==> src/rtl/conv_out_serializer_if.sv <==
// rtl/conv_out_serializer_if.sv - parallel-lane input and serialized output stream bundle
// The slave modport is the serializer's view; the master modport drives lanes and accepts beats.
interface conv_out_serializer_if #(
    parameter int DATA_WIDTH   = 16,
    parameter int KERNEL_W_MAX = 3,
    parameter int TUSER_WIDTH  = 4,
    parameter int LANE_W       = (KERNEL_W_MAX > 1) ? $clog2(KERNEL_W_MAX) : 1
);
    logic [KERNEL_W_MAX-1:0]                  s_valid;
    logic [KERNEL_W_MAX-1:0][DATA_WIDTH-1:0]  s_data;
    logic [KERNEL_W_MAX-1:0]                  s_last;
    logic [KERNEL_W_MAX-1:0][TUSER_WIDTH-1:0] s_user;
    logic                                     m_valid;
    logic                                     m_ready;
    logic [DATA_WIDTH-1:0]                    m_data;
    logic                                     m_last;
    logic [TUSER_WIDTH-1:0]                   m_user;
    logic [LANE_W-1:0]                        m_lane;

    modport slave (
        input  s_valid, s_data, s_last, s_user, m_ready,
        output m_valid, m_data, m_last, m_user, m_lane
    );

    modport master (
        output s_valid, s_data, s_last, s_user, m_ready,
        input  m_valid, m_data, m_last, m_user, m_lane
    );
endinterface

==> src/rtl/conv_out_serializer.sv <==
// rtl/conv_out_serializer.sv - buffers multi-lane beats and emits them one lane per handshake
// Optional drop counter enabled by defining CONV_OUT_SERIALIZER_DROP_CNT_EN.
module conv_out_serializer #(
    parameter int DATA_WIDTH   = 16,
    parameter int KERNEL_W_MAX = 3,
    parameter int TUSER_WIDTH  = 4,
    parameter int FIFO_DEPTH   = 4
) (
    input  logic                        aclk,
    input  logic                        areset,
    input  logic                        aclken,
    conv_out_serializer_if.slave        bus,
    output logic                        almost_full,
`ifdef CONV_OUT_SERIALIZER_DROP_CNT_EN
    output logic                        overflow,
    output logic [15:0]                 drop_count
`else
    output logic                        overflow
`endif
);
    localparam int PTR_W  = $clog2(FIFO_DEPTH);
    localparam int CNT_W  = PTR_W + 1;
    localparam int LANE_W = (KERNEL_W_MAX > 1) ? $clog2(KERNEL_W_MAX) : 1;

    logic [KERNEL_W_MAX-1:0][DATA_WIDTH-1:0]  data_mem_q [FIFO_DEPTH];
    logic [KERNEL_W_MAX-1:0][TUSER_WIDTH-1:0] user_mem_q [FIFO_DEPTH];
    logic [KERNEL_W_MAX-1:0]                  mask_mem_q [FIFO_DEPTH];
    logic                                     last_mem_q [FIFO_DEPTH];

    logic [PTR_W-1:0]        wr_ptr_q, wr_ptr_d, rd_ptr_q, rd_ptr_d;
    logic [CNT_W-1:0]        count_q, count_d;
    logic [KERNEL_W_MAX-1:0] sent_q, sent_d;
    logic                    overflow_q, overflow_d, almost_full_q, almost_full_d;

    logic [KERNEL_W_MAX-1:0] pend, low_bit;
    logic                    not_empty, final_lane, hs, pop, beat, wr, drop;
    logic [LANE_W-1:0]       cur_lane;
    logic [DATA_WIDTH-1:0]   cur_data;
    logic [TUSER_WIDTH-1:0]  cur_user;

    // sent_q marks lanes of the head entry already handed out; the lowest pending lane is next.
    assign not_empty  = (count_q != '0);
    assign pend       = mask_mem_q[rd_ptr_q] & ~sent_q;
    assign low_bit    = pend & (~pend + KERNEL_W_MAX'(1));
    assign final_lane = ((pend & (pend - KERNEL_W_MAX'(1))) == '0);

    always_comb begin
        cur_lane = '0;
        cur_data = '0;
        cur_user = '0;
        for (int i = KERNEL_W_MAX - 1; i >= 0; i--) begin
            if (pend[i]) begin
                cur_lane = LANE_W'(i);
                cur_data = data_mem_q[rd_ptr_q][i];
                cur_user = user_mem_q[rd_ptr_q][i];
            end
        end
    end

    assign bus.m_valid = not_empty & aclken;
    assign bus.m_data  = not_empty ? cur_data : '0;
    assign bus.m_user  = not_empty ? cur_user : '0;
    assign bus.m_lane  = not_empty ? cur_lane : '0;
    assign bus.m_last  = not_empty & final_lane & last_mem_q[rd_ptr_q];
    assign almost_full = almost_full_q;
    assign overflow    = overflow_q;

    // A pop on the same edge frees the slot a full FIFO would otherwise refuse.
    assign hs   = aclken & not_empty & bus.m_ready;
    assign pop  = hs & final_lane;
    assign beat = aclken & (|bus.s_valid);
    assign wr   = beat & ((count_q != CNT_W'(FIFO_DEPTH)) | pop);
    assign drop = beat & ~wr;

    always_comb begin
        wr_ptr_d   = wr  ? wr_ptr_q + PTR_W'(1) : wr_ptr_q;
        rd_ptr_d   = pop ? rd_ptr_q + PTR_W'(1) : rd_ptr_q;
        count_d    = count_q;
        if (wr && !pop) begin
            count_d = count_q + CNT_W'(1);
        end else if (pop && !wr) begin
            count_d = count_q - CNT_W'(1);
        end
        sent_d = sent_q;
        if (hs) begin
            sent_d = pop ? '0 : (sent_q | low_bit);
        end
        overflow_d    = overflow_q | drop;
        almost_full_d = (count_d >= CNT_W'(FIFO_DEPTH - 1));
    end

    always_ff @(posedge aclk) begin
        if (areset) begin
            wr_ptr_q      <= '0;
            rd_ptr_q      <= '0;
            count_q       <= '0;
            sent_q        <= '0;
            overflow_q    <= 1'b0;
            almost_full_q <= 1'b0;
        end else begin
            wr_ptr_q      <= wr_ptr_d;
            rd_ptr_q      <= rd_ptr_d;
            count_q       <= count_d;
            sent_q        <= sent_d;
            overflow_q    <= overflow_d;
            almost_full_q <= almost_full_d;
        end
    end

    always_ff @(posedge aclk) begin
        if (wr && !areset) begin
            data_mem_q[wr_ptr_q] <= bus.s_data;
            user_mem_q[wr_ptr_q] <= bus.s_user;
            mask_mem_q[wr_ptr_q] <= bus.s_valid;
            last_mem_q[wr_ptr_q] <= |(bus.s_last & bus.s_valid);
        end
    end

`ifdef CONV_OUT_SERIALIZER_DROP_CNT_EN
    logic [15:0] drop_count_q, drop_count_d;

    assign drop_count_d = (drop && drop_count_q != 16'hFFFF) ? drop_count_q + 16'd1 : drop_count_q;
    assign drop_count   = drop_count_q;

    always_ff @(posedge aclk) begin
        if (areset) begin
            drop_count_q <= '0;
        end else begin
            drop_count_q <= drop_count_d;
        end
    end
`endif
endmodule

==> src/flat_wrapper.sv <==
// flat-port wrapper written by rule: the top's interface ports become plain ports
module conv_out_serializer_flat 
#(
    parameter int DATA_WIDTH   = 16,
    parameter int KERNEL_W_MAX = 3,
    parameter int TUSER_WIDTH  = 4,
    parameter int FIFO_DEPTH   = 4
)
  (aclk, areset, aclken, almost_full, overflow, bus_s_valid, bus_s_data, bus_s_last, bus_s_user, bus_m_ready, bus_m_valid, bus_m_data, bus_m_last, bus_m_user, bus_m_lane);
  conv_out_serializer_if #(.DATA_WIDTH(DATA_WIDTH), .KERNEL_W_MAX(KERNEL_W_MAX), .TUSER_WIDTH(TUSER_WIDTH)) bus_i ();
  input  logic aclk;
  input  logic areset;
  input  logic aclken;
  output logic almost_full;
  output logic overflow;
  input wire logic [$bits(bus_i.s_valid)-1:0] bus_s_valid;
  input wire logic [$bits(bus_i.s_data)-1:0] bus_s_data;
  input wire logic [$bits(bus_i.s_last)-1:0] bus_s_last;
  input wire logic [$bits(bus_i.s_user)-1:0] bus_s_user;
  input wire logic [$bits(bus_i.m_ready)-1:0] bus_m_ready;
  output wire logic [$bits(bus_i.m_valid)-1:0] bus_m_valid;
  output wire logic [$bits(bus_i.m_data)-1:0] bus_m_data;
  output wire logic [$bits(bus_i.m_last)-1:0] bus_m_last;
  output wire logic [$bits(bus_i.m_user)-1:0] bus_m_user;
  output wire logic [$bits(bus_i.m_lane)-1:0] bus_m_lane;
  assign bus_i.s_valid = bus_s_valid;
  assign bus_i.s_data = bus_s_data;
  assign bus_i.s_last = bus_s_last;
  assign bus_i.s_user = bus_s_user;
  assign bus_i.m_ready = bus_m_ready;
  assign bus_m_valid = bus_i.m_valid;
  assign bus_m_data = bus_i.m_data;
  assign bus_m_last = bus_i.m_last;
  assign bus_m_user = bus_i.m_user;
  assign bus_m_lane = bus_i.m_lane;
  conv_out_serializer #(.DATA_WIDTH(DATA_WIDTH), .KERNEL_W_MAX(KERNEL_W_MAX), .TUSER_WIDTH(TUSER_WIDTH), .FIFO_DEPTH(FIFO_DEPTH)) u_core (.aclk(aclk), .areset(areset), .aclken(aclken), .bus(bus_i), .almost_full(almost_full), .overflow(overflow));
endmodule
==> config.mk <==
export PLATFORM = sky130hd
export DESIGN_NAME = conv_out_serializer_flat
export DESIGN_NICKNAME = d
export VERILOG_FILES = /design/src/rtl/conv_out_serializer_if.sv /design/src/rtl/conv_out_serializer.sv /design/src/flat_wrapper.sv
export SDC_FILE = /design/constraint.sdc
export NUM_CORES = 1
export LEC_CHECK = 0
export ABC_AREA = 0
export CORE_MARGIN = 5
export CORE_UTILIZATION = 60
export DETAILED_ROUTE_END_ITERATION = 7
export PLACE_DENSITY = 0.83
export REMOVE_ABC_BUFFERS = 1
export SLEW_MARGIN = 20
export SYNTH_ARGS = -nofsm -noshare
export SYNTH_HDL_FRONTEND = slang
export SYNTH_SLANG_ARGS = --single-unit
export TNS_END_PERCENT = 10
==> constraint.sdc <==
create_clock -name aclk -period 8.9 [get_ports aclk]
set_clock_uncertainty 0.1 [all_clocks]
set_input_delay 1.335 -clock aclk [delete_from_list [all_inputs] [get_ports aclk]]
set_output_delay 1.335 -clock aclk [all_outputs]
set_load 0.05 [all_outputs]
Word-level counts from Yosys, hierarchy flattened
Memories as Yosys holds them, arrays and structs flattened. A register that Yosys moved wholly into a read port is not among the register bits.
Index checks and enable logic that the tools add are counted.
Widths: inputs -> output; s select.
Operators by class
  add/subtract/negate cells: 6
  $lt $le $gt $ge: 1
  equality and inequality tests: 1
  muxes and demuxes: 25
  bitwise gates (word level): 18
  reduce and logical (&&, ||, !) cells: 10
Operators by type and width (count)
  $mux 16: 4
  $mux 2: 12
  $mux 4: 4
  $and 3x3->3: 4
  $mux 3: 3
  $and 1x1->1: 8
  $add 3x1->3 const B: 2
  $not 3->3: 2
  $reduce_or 3->1: 2
  $sub 3x1->3 const B: 2
  $add 2x1->2 const B: 2
  $ge 3x2->1 const B: 1
  $logic_and 1x1->1: 3
  $logic_not 1->1: 3
  $logic_not 3->1: 1
  $ne 3x3->1 const B: 1
  $or 3x3->3: 1
  $reduce_bool 3->1: 1
  $mux 1: 2
  $or 1x1->1: 2
  $not 1->1: 1
Word-level totals
  register bits: 12
  bits in writable memories: 256
  input bits: 70
  output and inout port bits: 26
  logic and storage cells: 71
  memories: 4
Memory list
  u_core.data_mem_q: depth 4, bits a word 48, rd ports 1, clocked after memory_dff 1, wr ports 1, RTL line conv_out_serializer.sv:25  | logic [KERNEL_W_MAX-1:0][DATA_WIDTH-1:0] data_mem_q [FIFO_DEPTH];
  u_core.user_mem_q: depth 4, bits a word 12, rd ports 1, clocked after memory_dff 1, wr ports 1, RTL line conv_out_serializer.sv:26  | logic [KERNEL_W_MAX-1:0][TUSER_WIDTH-1:0] user_mem_q [FIFO_DEPTH];
  u_core.mask_mem_q: depth 4, bits a word 3, rd ports 1, clocked after memory_dff 1, wr ports 1, RTL line conv_out_serializer.sv:27  | logic [KERNEL_W_MAX-1:0] mask_mem_q [FIFO_DEPTH];
  u_core.last_mem_q: depth 4, bits a word 1, rd ports 1, clocked after memory_dff 1, wr ports 1, RTL line conv_out_serializer.sv:28  | logic last_mem_q [FIFO_DEPTH];

Logic depth before layout (Yosys ltp)
  word-level depth: 13
  gate-level depth with buffers: 10

Least setup slack after synthesis
No wires, ideal clock.
  kind: input -> register
  from: input port bus_m_ready
  to: memory u_core.data_mem_q[0][0] in the netlist's numbering (enable)
  library setup time: 0.429 ns
  data arrival time: 3.695 ns
  data required time: 8.371 ns
  setup slack: 4.676 ns
  stages on the path: 7
  path buffers: 2
  path through: and3_1 > clkbuf_1 > and2_1 > buf_6 > o21ai_4 > nor2_1 > and2_1
On the way
  longest elaborated chain between the ends: 7
Ends and longest elaborated chain
  start: declaration: RTL line flat_wrapper.sv:20  | input wire logic [$bits(bus_i.m_ready)-1:0] bus_m_ready;
  $and 1x1->1: RTL line conv_out_serializer.sv:69  | assign hs = aclken & not_empty & bus.m_ready;
  $and 1x1->1: RTL line conv_out_serializer.sv:70  | assign pop = hs & final_lane;
  $or 1x1->1: RTL line conv_out_serializer.sv:72  | assign wr = beat & ((count_q != CNT_W'(FIFO_DEPTH)) | pop);
  $and 1x1->1: RTL line conv_out_serializer.sv:72
  $logic_and 1x1->1: RTL line conv_out_serializer.sv:111  | if (wr && !areset) begin
  $mux 1: RTL line conv_out_serializer.sv:111
  $mux 1 (not written as such): RTL line conv_out_serializer.sv:112  | data_mem_q[wr_ptr_q] <= bus.s_data;
  end: declaration: RTL line conv_out_serializer.sv:25
Every way passes these cells.

==> reports/results.ini <==
[die]
core_area_mm2=0.0173
row_count=48
io_pins=96
die_area_mm2=0.0203
die_w_um=143
die_h_um=143
initial_core_util=0.610

[drt]
routed_wl_um=20700
post_drt_wl_per_cell_um=23.8
via_per_inst=6.10
final_antenna_net_count=0
drtIter0Drc=399
firstDrtPassIters=4
route.vias.total=5297
drc=0

[clock_network]
cts.sinks=270
numCtsBuffers=26
clk_path_buf_depth=3
clk_latency_ps=520
cts-resized-gates=0
cts_root_buffer=clkbuf_16
holdBufCountCts=0
post-cts-setup-buffer-count=0
htree_levels=1
path_clk_slew_ps=60
cts_tree=built

[placement]
numPortBuffers=95
gp_congestion=0.747
dp_hpwl_um=11400

[final_layout]
nets=703
multi_input_area_mm2=0.00244
synthToLayoutAreaGrowth_pct=18.6
drive_gt1_frac=0.182
fillers=996
seqCellArea_mm2=0.00798

[grt]
grt_use_total=0.204
grt_pass1_vias=5648
met1_usage=0.270
grt_overflow=0
busiest_layer=met2
use_met2=0.340
grt_pass1_wl_um=31600
antenna_found_initial=1
grt_max_degree=67
grt_util_met3=0.0435

[sta]
fin_crit_ps=5980
hold_viol_final=0
timing.final.crit_share=0.672
drv_slew=0
fin_tns_setup_ps=0
finalSetupViolCount=0
rsz0062_at_grt=false
hold_ws_ps=405
max_freq_mhz=167
slew_headroom=0.320
worst_slew_pin_slew_ps=1020

[synthesis]
yosys.area.top_type_share=0.728
synth_cell_types=43
synth-seq-area-share=0.755
avgSynthCellArea_um2=20.0
yosys_register_bits=270
synth_top_cells_by_count=edfxtp_1, mux4_2, nor2_1, nor2b_1, a21oi_1
netlist_area_mm2=0.0106
synth_top_flop_cell=edfxtp_1
netlist_top_cells_area=edfxtp_1, mux4_2, dfxtp_1
async_reset_ff_frac=0
synth_edf_count=256
synth_top_area_cell=edfxtp_1
synth.most_common_cell=edfxtp_1
ys_warn_count=0
syn-instance-count=527

[critical_path]
arrival_ps=4540
critPathMaxFanout=49
path_class=reg -> out
crit_path_start_kind=register
worst_setup_path_end_kind=output pin
critical_path_required_ps=7470

[power_and_ir_drop]
p_sw_frac=0.238
p_seq_frac=0.506
power_leakage_nw=3.93
power.density_mw_per_mm2=229
clkPwrFrac=0.364
p_switching_mw=0.684
power.internal_mw=2.19
combPwrFrac=0.130
ir_worst_vdd_mv=0.189

[run_status]
status=finished clean

[worst_hold_path]
hold_path_class=reg -> reg

[flow_run]
max_cap_viol_count=0

## worst max-delay path, stage by stage (launching register included)
cell and delay (ps):
dfxtp_4 600, buf_4 770, mux4_2 390, and3b_1 590, buf_4 360, a21oi_1 100
a211oi_1 270, clkdlybuf4s50_1 870
## through the flow
stage	utilization	worst slack [ps]	power (mW)	area, um^2	std cells
finish	0.724	2920	2.87	12500	869
global route	0.724	2530	2.96	12500	869
CTS	0.723	2810	2.88	12500	868
detailed placement	0.677	3360	1.85	11700	823
global placement	0.677	3440	1.84	11700	823
floorplan	-	1910	1.70	10400	498
## metal layers
layer  vias up  routed length [um]
met4         0                 508
met1      2749                8370
met3        36                1340
met5         -                   0
li1       2335                   -
met2       177               10400
## cell usage in the layout, fill, tap and decap left out, types with 4 or more instances in the layout
cell             instances
clkdlybuf4s50_1         95
a21oi_1                 21
buf_4                    5
inv_1                    6
clkbuf_1                 5
ha_1                     7
dfxtp_1                 12
clkinv_1                 6
nor2b_1                 21
clkbuf_16               27
mux4_2                  62
a211oi_1                20
mux2i_1                  5
nand2b_1                 4
and2_4                   4
edfxtp_1               256
clkinv_2                 5
nand2_1                  7
nor2_1                  33
## path summary, 6_finish.rpt
| kind | from | to | slack, ps | cells past startpoint |
|---|---|---|---|---|
| worst max-delay path | register | bus_m_data[0] | 2920 | 7 |
| worst max register to register | register | u_core.data_mem_q[3][47] | 4200 | 8 |
| worst min-delay path | u_core.sent_q[2] | u_core.sent_q[2] | 400 | 1 |
| worst min register to register | u_core.sent_q[2] | u_core.sent_q[2] | 400 | 1 |
## flip-flops by register name, summed over array words and instances (netlist names), named ones only
signal / flops
u_core.almost_full: 1
u_core.overflow: 1
u_core.count_q: 3
u_core.rd_ptr_q: 2
u_core.user_mem_q: 48
u_core.data_mem_q: 192
u_core.wr_ptr_q: 2
u_core.mask_mem_q: 12
u_core.sent_q: 3
u_core.last_mem_q: 4
## cells by family after synthesis
group | Yosys count | share of synthesized area
adder cells (fa/ha/maj) | 8 | 0.00936
AND/OR/NAND/NOR | 84 | 0.0403
buffers and inverters | 35 | 0.0149
AO/OA/AOI/OAI | 58 | 0.0391
multiplexers | 68 | 0.138
XOR/XNOR | 4 | 0.00332
flip-flops | 270 | 0.755
## power groups by stage
stage	Clock, mW	Combinational, mW	Sequential, mW
2_1_floorplan	0	0.220	1.48
3_3_place_gp	0	0.367	1.47
3_5_place_dp	0	0.374	1.48
4_1_cts	1.06	0.377	1.45
5_1_grt	1.11	0.397	1.45
6_report	1.04	0.374	1.45
## area by class of cell
| cell class | instances | share of cell area |
|---|---|---|
| well taps | 225 | 0.0225 |
| flip-flops and latches | 270 | 0.637 |
| multi-input cells | 222 | 0.195 |
| inverters | 6 | 0.00180 |
| diodes | 1 | 0.000200 |
| clock buffers | 32 | 0.0555 |
| repair buffers | 100 | 0.0790 |
| clock inverters | 13 | 0.00860 |
Note: power is estimated with default switching activity, not from simulation.
